`src/rtl/alu_pkg.sv`:
```
// Shared types for the ALU issue path: operand widths and the op record.
package alu_pkg;

  localparam int unsigned REG_W  = 4;
  localparam int unsigned FUNC_W = 4;
  localparam int unsigned ADDR_W = 8;

  typedef struct packed {
    logic [REG_W-1:0]  rs1;
    logic [REG_W-1:0]  rs2;
    logic [REG_W-1:0]  rd;
    logic [FUNC_W-1:0] func;
    logic [ADDR_W-1:0] addr;
  } op_t;

  // True when either source register matches a pending destination.
  function automatic logic reads_reg(input logic [REG_W-1:0] rs1,
                                     input logic [REG_W-1:0] rs2,
                                     input logic [REG_W-1:0] rd);
    return (rs1 == rd) || (rs2 == rd);
  endfunction

endpackage

```
`src/rtl/alu_hazard_scoreboard.sv`:
```
// Tracks destination registers still in flight to pipeline_alu write-back
// and flags read-after-write hazards for each requester.
module alu_hazard_scoreboard
  import alu_pkg::*;
#(
  parameter int unsigned WB_LAT = 3
) (
  input  logic             clk1,
  input  logic             rst,
  input  logic             sh_valid_i,
  input  logic [REG_W-1:0] sh_rd_i,
  input  logic [REG_W-1:0] req0_rs1_i,
  input  logic [REG_W-1:0] req0_rs2_i,
  input  logic [REG_W-1:0] req1_rs1_i,
  input  logic [REG_W-1:0] req1_rs2_i,
  output logic             hazard0_c_o,
  output logic             hazard1_c_o
);

  // Stage 0 is the shift-in itself; only the later stages need storage, so an
  // op granted at edge t can be followed by a dependent op at edge t+WB_LAT.
  localparam int unsigned DEPTH = WB_LAT - 1;

  if (DEPTH > 0) begin : g_stages
    logic [DEPTH-1:0] valid_q, valid_d;
    logic [REG_W-1:0] rd_q [DEPTH];
    logic [REG_W-1:0] rd_d [DEPTH];

    always_comb begin
      valid_d[0] = sh_valid_i;
      rd_d[0]    = sh_rd_i;
      for (int i = 1; i < DEPTH; i++) begin
        valid_d[i] = valid_q[i-1];
        rd_d[i]    = rd_q[i-1];
      end
    end

    always_ff @(posedge clk1) begin
      if (rst) begin
        valid_q <= '0;
        for (int i = 0; i < DEPTH; i++) rd_q[i] <= '0;
      end else begin
        valid_q <= valid_d;
        for (int i = 0; i < DEPTH; i++) rd_q[i] <= rd_d[i];
      end
    end

    always_comb begin
      hazard0_c_o = 1'b0;
      hazard1_c_o = 1'b0;
      for (int i = 0; i < DEPTH; i++) begin
        if (valid_q[i] && reads_reg(req0_rs1_i, req0_rs2_i, rd_q[i])) hazard0_c_o = 1'b1;
        if (valid_q[i] && reads_reg(req1_rs1_i, req1_rs2_i, rd_q[i])) hazard1_c_o = 1'b1;
      end
    end
  end else begin : g_no_stages
    assign hazard0_c_o = 1'b0;
    assign hazard1_c_o = 1'b0;
  end

endmodule

```
`src/rtl/alu_issue_arbiter.sv`:
```
// Round-robin issue arbiter sharing pipeline_alu between two requesters,
// holding back ops that read a register whose write-back is still pending.
module alu_issue_arbiter
  import alu_pkg::*;
#(
  parameter int unsigned WB_LAT = 3,
  parameter int unsigned CNT_W  = 16
) (
  input  logic              clk1,
  input  logic              rst,
  input  logic              req0_valid,
  output logic              req0_ready,
  input  logic [REG_W-1:0]  req0_rs1,
  input  logic [REG_W-1:0]  req0_rs2,
  input  logic [REG_W-1:0]  req0_rd,
  input  logic [FUNC_W-1:0] req0_func,
  input  logic [ADDR_W-1:0] req0_addr,
  input  logic              req1_valid,
  output logic              req1_ready,
  input  logic [REG_W-1:0]  req1_rs1,
  input  logic [REG_W-1:0]  req1_rs2,
  input  logic [REG_W-1:0]  req1_rd,
  input  logic [FUNC_W-1:0] req1_func,
  input  logic [ADDR_W-1:0] req1_addr,
  output logic [REG_W-1:0]  rs1,
  output logic [REG_W-1:0]  rs2,
  output logic [REG_W-1:0]  rd,
  output logic [FUNC_W-1:0] func,
  output logic [ADDR_W-1:0] addr,
  output logic              issue_valid,
  output logic              issue_src,
  output logic [CNT_W-1:0]  issue_cnt,
  output logic [CNT_W-1:0]  stall_cnt
);

  op_t              op0, op1, op_q, op_d;
  logic             haz0, haz1, elig0, elig1, gnt0, gnt1, any_gnt;
  logic             ptr_q, ptr_d;
  logic             issue_valid_q, issue_valid_d;
  logic             issue_src_q, issue_src_d;
  logic [CNT_W-1:0] issue_cnt_q, issue_cnt_d;
  logic [CNT_W-1:0] stall_cnt_q, stall_cnt_d;

  assign op0 = '{rs1: req0_rs1, rs2: req0_rs2, rd: req0_rd, func: req0_func, addr: req0_addr};
  assign op1 = '{rs1: req1_rs1, rs2: req1_rs2, rd: req1_rd, func: req1_func, addr: req1_addr};

  alu_hazard_scoreboard #(
    .WB_LAT(WB_LAT)
  ) u_sb (
    .clk1        (clk1),
    .rst         (rst),
    .sh_valid_i  (any_gnt),
    .sh_rd_i     (gnt1 ? req1_rd : req0_rd),
    .req0_rs1_i  (req0_rs1),
    .req0_rs2_i  (req0_rs2),
    .req1_rs1_i  (req1_rs1),
    .req1_rs2_i  (req1_rs2),
    .hazard0_c_o (haz0),
    .hazard1_c_o (haz1)
  );

  // Grant: the pointer breaks ties, a lone eligible requester always wins.
  always_comb begin
    elig0 = req0_valid & ~haz0;
    elig1 = req1_valid & ~haz1;
    gnt0  = 1'b0;
    gnt1  = 1'b0;
    if (!rst) begin
      if (elig0 && (!elig1 || !ptr_q)) gnt0 = 1'b1;
      else if (elig1)                  gnt1 = 1'b1;
    end
    any_gnt = gnt0 | gnt1;
  end

  assign req0_ready = gnt0;
  assign req1_ready = gnt1;

  always_comb begin
    op_d          = op_q;
    ptr_d         = ptr_q;
    issue_src_d   = issue_src_q;
    issue_valid_d = any_gnt;
    issue_cnt_d   = issue_cnt_q + CNT_W'(any_gnt);
    stall_cnt_d   = stall_cnt_q;
    if (gnt0) begin
      op_d        = op0;
      issue_src_d = 1'b0;
      ptr_d       = 1'b1;
    end else if (gnt1) begin
      op_d        = op1;
      issue_src_d = 1'b1;
      ptr_d       = 1'b0;
    end
    if ((req0_valid || req1_valid) && !any_gnt) stall_cnt_d = stall_cnt_q + CNT_W'(1);
  end

  always_ff @(posedge clk1) begin
    if (rst) begin
      op_q          <= '0;
      ptr_q         <= 1'b0;
      issue_valid_q <= 1'b0;
      issue_src_q   <= 1'b0;
      issue_cnt_q   <= '0;
      stall_cnt_q   <= '0;
    end else begin
      op_q          <= op_d;
      ptr_q         <= ptr_d;
      issue_valid_q <= issue_valid_d;
      issue_src_q   <= issue_src_d;
      issue_cnt_q   <= issue_cnt_d;
      stall_cnt_q   <= stall_cnt_d;
    end
  end

  assign rs1         = op_q.rs1;
  assign rs2         = op_q.rs2;
  assign rd          = op_q.rd;
  assign func        = op_q.func;
  assign addr        = op_q.addr;
  assign issue_valid = issue_valid_q;
  assign issue_src   = issue_src_q;
  assign issue_cnt   = issue_cnt_q;
  assign stall_cnt   = stall_cnt_q;

endmodule

```
`config.mk`:
```
export PLATFORM = sky130hd
export DESIGN_NAME = alu_issue_arbiter
export DESIGN_NICKNAME = d
export VERILOG_FILES = /design/src/rtl/alu_pkg.sv /design/src/rtl/alu_hazard_scoreboard.sv /design/src/rtl/alu_issue_arbiter.sv
export SDC_FILE = /design/constraint.sdc
export NUM_CORES = 1
export LEC_CHECK = 0
export ABC_AREA = 1
export BUFFER_PORTS_ARGS = -buffer_cell sky130_fd_sc_hd__buf_4
export CORE_MARGIN = 2
export CORE_UTILIZATION = 40
export CTS_CLUSTER_DIAMETER = 50
export DETAILED_ROUTE_END_ITERATION = 10
export MAX_ROUTING_LAYER = met4
export PLACE_DENSITY = 0.65
export SYNTH_ARGS = -nofsm -noshare
export SYNTH_HDL_FRONTEND = slang
export SYNTH_SLANG_ARGS = --single-unit
export TNS_END_PERCENT = 5
```
`constraint.sdc`:
```
create_clock -name clk1 -period 3.92 [get_ports clk1]
set_clock_uncertainty 0.15 [all_clocks]
set_input_delay 0.196 -clock clk1 [delete_from_list [all_inputs] [get_ports clk1]]
set_output_delay 0.196 -clock clk1 [all_outputs]
set_load 0.02 [all_outputs]
```
Yosys cells after proc, flatten, opt, wreduce, memory -nomap -nowiden
Memory sizes are Yosys's and may differ from the RTL's.
Index checks and enable logic that the tools add are counted.
W data, S select, Z words.
{ "op_classes": {"addsub": 2, "mul": 0, "div": 0, "order_cmp": 0, "eq_ne": 8, "n_shift": 0, "mux": 19, "bitwise_logic": 7, "reduce_logical": 17} }
{ "ops": {"columns": ["cell", "n"], "rows": [
  ["$mux W24", 2],
  ["$eq A4 B4 Y1", 8],
  ["$add A16 B1 Y16", 1],
  ["$add A16 B1 Y16 const B", 1],
  ["$mux W1", 14],
  ["$mux W4", 3],
  ["$logic_and A1 B1 Y1", 6],
  ["$logic_or A1 B1 Y1", 6],
  ["$logic_not A1 Y1", 3],
  ["$or A1 B1 Y1", 3],
  ["$and A1 B1 Y1", 2],
  ["$not A1 Y1", 2],
  ["$reduce_bool A2 Y1", 1],
  ["$reduce_or A2 Y1", 1]
]} }
{ "word_totals": {"regBits": 61, "latch_bits": 0, "ramBits": 8, "romBits": 0, "in_bits": 52, "output_inout_bits": 60, "memories": 1} }
{ "memory_table": {"columns": ["memory", "depth", "width", "rd", "rd_ports_with_merged_regs", "write_ports", "line_no", "rtl"], "rows": [
  ["u_sb.g_stages.rd_q", 2, 4, 2, 0, 2, "alu_hazard_scoreboard.sv:26", "logic [REG_W-1:0] rd_q [DEPTH];"]
]} }

Longest topological paths before layout
Gate-level depths: netlist of the first run.
{ "logic_depth": {"depth_word": 15, "mapped_depth": 26, "mapped_depth_nobuf": 25} }

By module
From an unflattened synthesis of the first run, not the netlist that was laid out.
{ "hier_totals": {"hier_cells": 635, "hier_area_um2": 3769.9} }
{ "modules_own_cells": {"columns": ["module", "instances", "cells_each", "area_per_inst_um2"], "rows": [
  ["alu_issue_arbiter", 1, 454, 2927.8],
  ["alu_hazard_scoreboard", 1, 181, 842.1]
]} }

Least setup slack after synthesis of the first run
Ideal clock, no wire load.
{ "synth_timing": {"path_kind": "register to register", "from": "mem u_sb.g_stages.rd_q[1][3], in the netlist u_sb.g_stages.rd_q[0][7]", "to": "reg issue_cnt_q[14], in the netlist issue_cnt[14]", "setup_time_ps": 131, "arrival_time_ps": 2783, "required_ps": 3639, "path_slack_ps": 855, "path_stages_with_launch": 20, "n_path_buf": 1, "path_cell_list": "dfxtp_1 -> xor2_1 -> nor2_1 -> nand2_1 -> a21boi_1 -> nor2_4 -> nand2_4 -> nand3_4 -> nand2_2 -> buf_4 -> ha_1 -> ha_1 -> nand2_1 -> nor4_1 -> nand2_1 -> nor3_1 -> nand2_1 -> nor3_1 -> nand2_1 -> nor3b_1"} }
{ "synth_lines": {"columns": ["item", "line_no", "rtl"], "rows": [
  ["start: declaration", "alu_hazard_scoreboard.sv:26", null],
  ["end signal: assignment", "alu_issue_arbiter.sv:110", "issue_cnt_q <= issue_cnt_d;"],
  ["end: declaration", "alu_issue_arbiter.sv:41", "logic [CNT_W-1:0] issue_cnt_q, issue_cnt_d;"]
]} }

==> results of run 1 <==
==> metrics by stage <==
stage          hold WS, ps   util  area [um^2]  worst slack, ps  power, mW
2_1_floorplan          189      -         3870              855       1.03
3_3_place_gp           310  0.513         4780              823       1.18
3_5_place_dp           305  0.513         4780              749       1.19
4_1_cts               7.44  0.549         5120              717       1.97
5_1_grt               3.34  0.549         5120              306       2.05
6_report              6.64  0.549         5120              743       1.96
==> power breakdown <==
| part | switching (mW) | internal, mW |
|---|---|---|
| sequential | 0.0338 | 0.736 |
| combinational | 0.239 | 0.170 |
| clock | 0.290 | 0.489 |
| total | 0.563 | 1.39 |
==> synthesized netlist by cell type (3+ instances only) <==
| cell type | number | area [um^2] |
|---|---|---|
| o21ai_0 | 14 | 70.1 |
| nor4_1 | 3 | 18.8 |
| nand2_1 | 154 | 578 |
| buf_2 | 7 | 35.0 |
| nand3_1 | 32 | 160 |
| a21oi_1 | 15 | 75.1 |
| buf_4 | 4 | 30.0 |
| inv_1 | 99 | 372 |
| and2_1 | 15 | 93.8 |
| nor2_1 | 78 | 293 |
| ha_1 | 4 | 50.1 |
| xor2_1 | 19 | 166 |
| inv_2 | 4 | 15.0 |
| nor3_1 | 19 | 95.1 |
| nand4_1 | 16 | 100 |
| a31oi_1 | 22 | 138 |
| dfxtp_1 | 68 | 1360 |
| clkbuf_1 | 10 | 37.5 |
==> worst min-delay path by stage <==
stage                             from  cells past startpoint  slack [ps]                                   to
after floorplan             req1_rd[1]                      2         190  u_sb.g_stages.rd_q[0][1]$_SDFF_PP0_
after global placement      req0_rd[3]                      3         310  u_sb.g_stages.rd_q[0][3]$_SDFF_PP0_
after detailed placement    req0_rd[3]                      3         300  u_sb.g_stages.rd_q[0][3]$_SDFF_PP0_
after CTS                 req0_addr[3]                      4           7                 addr[3]$_SDFFE_PP0N_
after global routing        req1_rd[2]                      3           3  u_sb.g_stages.rd_q[0][2]$_SDFF_PP0_
final                       req1_rd[2]                      3           7  u_sb.g_stages.rd_q[0][2]$_SDFF_PP0_
==> state kept, by name, summed over array words and instances (netlist names) <==
register,count
rs2,4
ptr_q,1
stall_cnt,16
rs1,4
rd,4
func,4
u_sb.g_stages.rd_q,8
addr,8
issue_cnt,16
issue_src,1
u_sb.g_stages.valid_q,2
==> logic make-up after synthesis <==
logic type	count (synthesis)	synth area share
DFF	68	0.352
buffers and inverters	127	0.133
xor gates and xnor gates	20	0.0452
adders and majority gates	4	0.0129
AOI/OAI and AO/OA	54	0.0795
and+or+nand+nor	328	0.378
==> area by class of cell <==
class / instances / area share
Clock buffer: 10 / 0.0249
Clock inverter: 6 / 0.0267
Inverter: 103 / 0.0756
Multi-Input combinational cell: 406 / 0.390
Sequential cell: 68 / 0.266
Tap cell: 129 / 0.0315
Timing Repair Buffer: 124 / 0.185
==> worst register-to-register path, cell delays in order (launching register included) <==
cell	delay (ps)
dfxtp_1	430
inv_1	100
nand2_1	60
nand2_1	40
nor2_1	120
nand2_1	70
nand2_1	60
nand2_1	100
nand4_4	150
nand3_4	80
nand2_2	100
ha_1	150
ha_1	160
nand2_1	70
nor4_1	240
nand2_1	130
nor3_1	280
nand2_1	140
nor3_1	210
nand2_1	60
nor3b_1	130
==> what timing repair did <==
action,in CTS,in global routing
hold buffers,7,0
hold endpoints to repair,4,0
setup buffers,0,0
==> metal layers <==
metal,vias to the layer above,wire (um)
li1,2092,-
met1,1803,5040
met2,105,5050
met3,9,573
met4,0,81
met5,-,0
==> flow_summary.ini, run 1 <==
[status]
status = finished, final reports clean

[drt]
dr.pass1.iters = 4
drc = 0
wl_um = 10700
drt-vias-per-instance = 4.74
drt_iter0_drc = 122
dr_total_vias = 4009
wl_per_cell_um = 12.7
ant_nets = 0

[placed_design]
gp_congestion = 0.852
dp_cells = 823
io_buffers = 111
hpwlAfterDp_um = 7460

[worst_setup_path]
slowest_stage = dfxtp_1
rr_endpoint = issue_cnt[14]$_SDFF_PP0_
critical_path.startpoint_type = flip-flop
r2r_cells = 20
crit_cells = 20
path_class = reg -> reg
max_stage_delay_ps = 430
critical_path_buf_inv_count = 1
cp_max_fo = 5
reg2reg_slack_ps = 740
worstPathRequired_ps = 3970
endpoint = issue_cnt[14]$_SDFF_PP0_
crit_family = simple AND/OR/NAND/NOR gates
worstPathArrival_ps = 3230
timing.rr.start = u_sb.g_stages.rd_q[0][0]$_SDFF_PP0_
cp_common_cell = nand2_1
crit_path_start = u_sb.g_stages.rd_q[0][0]$_SDFF_PP0_
cp-end-kind = flip-flop
crit_path_cell_trace = inv_1 > nand2_1 > nand2_1 > nor2_1 > nand2_1 > nand2_1 > nand2_1 > nand4_4 > nand3_4 > nand2_2 > ha_1 > ha_1 > nand2_1 > nor4_1 > nand2_1 > nor3_1 > nand2_1 > nor3_1 > nand2_1 > nor3b_1

[finish]
multi_input_area_um2 = 2000
diodes = 0
drive_gt1_frac = 0.201
syn_to_final_growth_pct = 32.1
final_cell_mix = 154 x nand2_1, 117 x buf_4, 99 x inv_1
layout_commonest_cell = nand2_1
fill_cells = 979
final-seq-area_um2 = 1360
nNetsFinal = 768
final_cell_count_no_fill = 846

[floorplanning]
core_region_area_um2 = 9330
pin_count = 112
die_x_um = 102
die-area_um2 = 10500
num_rows = 35
start_util = 0.415
die_h_um = 102

[clocking]
cts_max_level = 3
cts_tree = done
path_clk_slew_ps = 80
clock-sinks = 68
clockBufferDepth = 2
cts_root_buffer = clkbuf_8
clk_latency_ps = 350
numCtsBuffers = 9
cts_resized = 0

[global_route]
antenna_found_initial = 0
grt-busiest-layer = met2
gr-usage-met1 = 0.250
grt_pass1_vias = 3638
use_met3 = 0.0390
grt_max_degree = 54
grt.overflow.total = 0
grt_use_total = 0.210
gr-usage-met2 = 0.362
grt_first_pass_wirelength_um = 16800

[yosys]
netlist_instances = 601
synth-seq-cells = 68
synth_seq_area_share = 0.352
synth_flop_cell = dfxtp_1
syn-num-nets = 657
synth_warnings = 0
synthArstFlopShare = 0
synth.cell_area_um2 = 3870
avgSynthCellArea_um2 = 6.44
ys_types = 32
synth-edff-count = 0

[power_and_ir_drop]
ir_drop_v = 0.000204
leakage_nw = 2.57
p_per_area_nw_per_um2 = 383

[sta]
worstMarginPinSlew_ps = 713
setup_violations = 0
hold_violations = 0
min_period_ps = 3180
period_share = 0.810
rsz0062_at_grt = no
drv_slew = 0
timing.fmax_ghz = 0.315
slew_headroom = 0.523
finalSetupTns_ps = 0

[worst_hold_path]
hold_path.class = in -> reg

[flow_run]
timing.max_cap.violations = 0
Note: power is estimated with default switching activity, not from simulation.
==> run 2: changes to the inputs <==
--- a/config.mk
+++ b/config.mk
@@ -12,7 +12,7 @@
 export CTS_CLUSTER_DIAMETER = 50
 export DETAILED_ROUTE_END_ITERATION = 10
 export MAX_ROUTING_LAYER = met4
-export PLACE_DENSITY = 0.65
+export PLACE_DENSITY = 0.68
 export SYNTH_ARGS = -nofsm -noshare
 export SYNTH_HDL_FRONTEND = slang
 export SYNTH_SLANG_ARGS = --single-unit
==> constraint.sdc (replaced) <==
create_clock -name clk1 -period 2.62 [get_ports clk1]
set_clock_uncertainty 0.15 [all_clocks]
set_input_delay 0.131 -clock clk1 [delete_from_list [all_inputs] [get_ports clk1]]
set_output_delay 0.131 -clock clk1 [all_outputs]
set_load 0.02 [all_outputs]
==> run 2 against run 1 <==
Against the previous run:
- the flow now finishes with violations (setup timing)
- critical path type unchanged
- clock power grew 48%
- via count increased by 5.9%
- sequential cell count unchanged
- routed wire length up 8.2%
- fmax increased by 10%
- die area did not move
- combinational power up 66%
==> flow_summary.ini, run 2 (same netlist as run 1, synthesis figures left out) <==
[floorplanning]
die_h_um = 102
core_region_area_um2 = 9330
die-area_um2 = 10500
pin_count = 112
num_rows = 35
die_x_um = 102
start_util = 0.415

[worst_hold_path]
hold_path.class = in -> reg

[finish]
multi_input_area_um2 = 2060
final_util = 0.609
fill_cells = 883
final_cell_mix = 151 x nand2_1, 131 x buf_4, 99 x inv_1
drive_gt1_frac = 0.234
nNetsFinal = 820
syn_to_final_growth_pct = 46.7
diodes = 0
layout_commonest_cell = nand2_1
final_cell_count_no_fill = 897
fin_area_um2 = 5680
final-seq-area_um2 = 1380

[sta]
worstMarginPinSlew_ps = 568
slew_headroom = 0.621
drv_slew = 0
setup_violations = 6
period_share = 1.10
min_period_ps = 2880
hold_violations = 0
timing.fmax_ghz = 0.348
finalSetupTns_ps = -837
worst_slack_ps = -255
rsz0062_at_grt = yes

[placed_design]
io_buffers = 111
hpwlAfterDp_um = 7740
dp_cells = 836
post_dp_cell_area_um2 = 4910
gp_congestion = 0.881

[flow_run]
timing.max_cap.violations = 0

[drt]
dr_total_vias = 4245
wl_per_cell_um = 13.0
drt_iter0_drc = 128
dr.pass1.iters = 4
drc = 0
ant_nets = 0
wl_um = 11600
drt-vias-per-instance = 4.73

[global_route]
grt_first_pass_wirelength_um = 19000
grt_use_total = 0.235
grt.overflow.total = 0
grt_pass1_vias = 4219
antenna_found_initial = 0
grt_max_degree = 54

[status]
violations = setup timing
status = finished with violations

[worst_setup_path]
worstPathArrival_ps = 2940
critical_path_buf_inv_count = 1
worstPathRequired_ps = 2680
cp_common_cell = nand2_1
cp_max_fo = 5
slowest_stage = dfxtp_4
crit_family = simple AND/OR/NAND/NOR gates
cp-end-kind = flip-flop
path_class = reg -> reg
critical_path.startpoint_type = flip-flop
crit_path_cell_trace = inv_1 > nand2_1 > nand2_1 > nor2_1 > nand2_1 > nand2_1 > nand2_2 > nand4_4 > nand2_4 > nand3_4 > nand2_2 > ha_1 > ha_2 > nand2_2 > nor4_4 > nand2_1 > nor3_2 > nand2_1 > nor3_2 > nand2_1 > nor3b_2
max_stage_delay_ps = 370

[power_and_ir_drop]
leakage_nw = 2.82
ir_drop_v = 0.000351
p_per_area_nw_per_um2 = 525

[clocking]
cts_tree = done
cts_root_buffer = clkbuf_8
clk_latency_ps = 340
numCtsBuffers = 9
clockBufferDepth = 2
clock-sinks = 68
path_clk_slew_ps = 80
cts_max_level = 3
-- run 2: cell types whose count changed in the layout (fill, tap and decap cells not counted), moves of 3 or more --
cell / delta
dlygate4sd3_1: +38
buf_4: +14
dfxtp_1: -8
dfxtp_2: +6
nand2_1: -3
nand2_2: +3
nor3_1: -3
nor3_2: +3
-- run 2: worst paths after layout --
check	startpoint	to	slack, ps	cells after the start
worst max-delay path	u_sb.g_stages.rd_q[0][0]$_SDFF_PP0_	issue_cnt[14]$_SDFF_PP0_	-260	21
worst min-delay path	req1_rs1[2]	rs1[2]$_SDFFE_PP0N_	20	4
worst max register to register	u_sb.g_stages.rd_q[0][0]$_SDFF_PP0_	issue_cnt[14]$_SDFF_PP0_	-260	21
worst min register to register	rd[0]$_SDFFE_PP0N_	rd[0]$_SDFFE_PP0N_	350	2
-- run 2: per-stage QoR --
stage,worst slack (ps),hold WS [ps],power [mW]
floorplan,-240,124,1.54
global placement,-206,244,1.78
detailed placement,-363,241,1.80
CTS,-268,6.52,3.02
global route,-554,19.0,3.13
finish,-255,23.3,2.98
-- run 2: power by group --
part / leakage (nW) / switching, mW / internal, mW
Sequential: 0.562 / 0.0531 / 1.10
Clock: 0.129 / 0.422 / 0.727
Combinational: 2.13 / 0.373 / 0.306
-- run 2: worst reg2reg max path, delay by kind of cell (launching register included) --
| kind | cells | cell delay (ps) |
|---|---|---|
| buf+inv | 1 | 90 |
| flops | 1 | 370 |
| simple gates | 18 | 1800 |
| fa+ha+maj | 2 | 340 |
-- run 2: cell type report --
| cell class | count | area share |
|---|---|---|
| clock buffers | 9 | 0.0218 |
| clock inverters | 6 | 0.0242 |
| inverters | 103 | 0.0681 |
| multi-input cells | 406 | 0.363 |
| flip-flops and latches | 68 | 0.242 |
| well taps | 129 | 0.0284 |
| repair buffers | 176 | 0.252 |
-- run 2: timing repair --
item | CTS | global route
hold endpoints to repair | 28 | 0
setup buffers | 0 | 1
endpoints found under the setup margin | 8 | 28
gates resized for setup | 10 | 12
pin swaps | 0 | 3
hold buffers | 45 | 0
-- run 2: routing by layer --
layer  GRT usage  up-vias  share of wire
met3      0.0534       10          0.060
met5           -        -              0
li1            -     2191              -
met4      0.0441        0         0.0067
met1       0.266     1936           0.42
met2       0.427      108           0.51
==> run 3: changes to the inputs <==
--- a/config.mk
+++ b/config.mk
@@ -12,7 +12,8 @@
 export CTS_CLUSTER_DIAMETER = 50
 export DETAILED_ROUTE_END_ITERATION = 10
 export MAX_ROUTING_LAYER = met4
-export PLACE_DENSITY = 0.68
+export PLACE_DENSITY = 0.67
+export SKIP_LAST_GASP = 1
 export SYNTH_ARGS = -nofsm -noshare
 export SYNTH_HDL_FRONTEND = slang
 export SYNTH_SLANG_ARGS = --single-unit
==> constraint.sdc (replaced) <==
create_clock -name clk1 -period 2.62 [get_ports clk1]
set_clock_uncertainty 0.15 [all_clocks]
set_input_delay 0.524 -clock clk1 [delete_from_list [all_inputs] [get_ports clk1]]
set_output_delay 0.524 -clock clk1 [all_outputs]
set_load 0.02 [all_outputs]
==> run 3 against run 2 <==
Against the previous run:
- highest routed layer unchanged
- final area down 9.0%
- the flow still finishes with violations (setup timing)
- hold slack better by 270 ps
- sequential share of layout area up 2.3 points
- first-iteration DRC count down 9.4%
- largest cell class unchanged
- sequential power about the same
- critical path type unchanged
- non-clock buffer count down 43
- worst setup slack worse by 32 ps
- critical path depth up 1
==> flow_summary.ini, run 3 (same netlist as run 1, synthesis figures left out) <==
[flow_run]
timing.max_cap.violations = 0

[worst_setup_path]
crit_family = simple AND/OR/NAND/NOR gates
slowest_stage = dfxtp_2
worstPathArrival_ps = 3040
worstPathRequired_ps = 2750
cp-end-kind = flip-flop
critical_path_buf_inv_count = 1
cp_common_cell = nand2_1
max_stage_delay_ps = 370
critical_path.startpoint_type = flip-flop
path_class = reg -> reg
crit_path_cell_trace = buf_4 > xor2_1 > nor2_1 > nand2_1 > a21boi_2 > nor2_4 > nand2_4 > nand3_4 > nand2_2 > ha_1 > nand3_1 > nor2_2 > nand3_1 > nor2_1 > nand2_1 > nor2_1 > nand3_1 > nor3_2 > nand2_1 > nand2_1 > nand2_1 > nor2_1
cp_max_fo = 5

[sta]
setup_violations = 8
hold_violations = 0
worstMarginPinSlew_ps = 566
timing.fmax_ghz = 0.344
worst_slack_ps = -287
slew_headroom = 0.622
period_share = 1.11
finalSetupTns_ps = -1470
hold_slack_ps = 290
rsz0062_at_grt = yes
min_period_ps = 2910
drv_slew = 0

[finish]
layout_commonest_cell = nand2_1
diodes = 0
final_cell_mix = 154 x nand2_1, 133 x buf_4, 99 x inv_1
syn_to_final_growth_pct = 33.4
fin_area_um2 = 5170
nNetsFinal = 777
final_cell_count_no_fill = 855
drive_gt1_frac = 0.241

[global_route]
grt_pass1_vias = 3661
grt_first_pass_wirelength_um = 16800
antenna_found_initial = 0
grt_max_degree = 54
grt_use_total = 0.209
grt.overflow.total = 0

[drt]
drt-vias-per-instance = 4.73
drt_iter0_drc = 116
dr_total_vias = 4041
ant_nets = 0
wl_um = 10700
wl_per_cell_um = 12.5
drc = 0
dr.pass1.iters = 4

[power_and_ir_drop]
comb_power_share = 0.224
total_power_mw = 2.76
p_switching_mw = 0.831
p_clk_frac = 0.356
p_per_area_nw_per_um2 = 534
intPower_mw = 1.93
switching_share = 0.301
leakage_nw = 2.61
p_seq_frac = 0.419
ir_drop_v = 0.000321

[clocking]
clock-sinks = 68
clockBufferDepth = 2
postCtsSetupRepairBufs = 0
cts_max_level = 3
cts_tree = done
cts_root_buffer = clkbuf_8
path_clk_slew_ps = 80
numCtsBuffers = 9
clk_latency_ps = 340

[placed_design]
gp_congestion = 0.833
hpwlAfterDp_um = 7550
dp_cells = 839
io_buffers = 111
post_dp_cell_area_um2 = 4930

[worst_hold_path]
hold_path.class = in -> reg

[floorplanning]
die_h_um = 102
die_x_um = 102
die-area_um2 = 10500
num_rows = 35
start_util = 0.415
pin_count = 112
core_region_area_um2 = 9330

[status]
violations = setup timing
status = finished with violations
## run 3: path summary, 6_finish.rpt
| check | from | endpoint | slack (ps) | cells past startpoint |
|---|---|---|---|---|
| hold reg to reg | u_sb.g_stages.valid_q[0]$_SDFF_PP0_ | u_sb.g_stages.valid_q[1]$_SDFF_PP0_ | 320 | 2 |
| setup / recovery | u_sb.g_stages.rd_q[0][4]$_SDFF_PP0_ | issue_cnt[15]$_SDFF_PP0_ | -290 | 22 |
| hold / removal | req0_rd[3] | u_sb.g_stages.rd_q[0][3]$_SDFF_PP0_ | 290 | 3 |
| setup reg to reg | u_sb.g_stages.rd_q[0][4]$_SDFF_PP0_ | issue_cnt[15]$_SDFF_PP0_ | -290 | 22 |
## run 3: layout make-up
cell class              count  area, um^2
fillers                   949        4160
clock inverters             6        87.6
well taps                 129         161
flip-flops and latches     68        1370
multi-input cells         406        2020
inverters                 103         387
repair buffers            133         998
clock buffers              10         138
## run 3: worst register-to-register path, cell delays in order (launching register included)
cell and delay [ps]:
dfxtp_2 370, buf_4 150, xor2_1 140, nor2_1 90, nand2_1 70, a21boi_2 170
nor2_4 80, nand2_4 80, nand3_4 60, nand2_2 90, ha_1 150, nand3_1 120
nor2_2 130, nand3_1 130, nor2_1 110, nand2_1 80, nor2_1 130, nand3_1 120
nor3_2 160, nand2_1 100, nand2_1 70, nand2_1 40, nor2_1 80
## run 3: metal layers
metal  track usage  routed length [um]  up-vias
met4        0.0390                  65        0
met5             -                   0        -
met2         0.376                5300      111
met3        0.0486                 656        6
met1         0.239                4680     1809
li1              -                   -     2115
## run 3: metrics by stage
step	setup slack (ps)	utilization
6_report	-287	0.554
5_1_grt	-615	0.554
4_1_cts	-296	0.554
3_5_place_dp	-540	0.528
3_3_place_gp	-455	0.528
2_1_floorplan	-404	-
## run 3: what timing repair did
action,4_1_cts,5_1_grt
setup endpoints to repair,9,25
hold buffers,0,0
gates resized for setup,7,2
## run 3: power by group through the flow
| stage | logic, mW | registers, mW | clock network [mW] |
|---|---|---|---|
| 5_1_grt | 0.686 | 1.17 | 1.06 |
| 3_3_place_gp | 0.610 | 1.18 | 0 |
| 2_1_floorplan | 0.305 | 1.24 | 0 |
| 6_report | 0.618 | 1.16 | 0.983 |
| 3_5_place_dp | 0.619 | 1.18 | 0 |
| 4_1_cts | 0.624 | 1.16 | 1.02 |
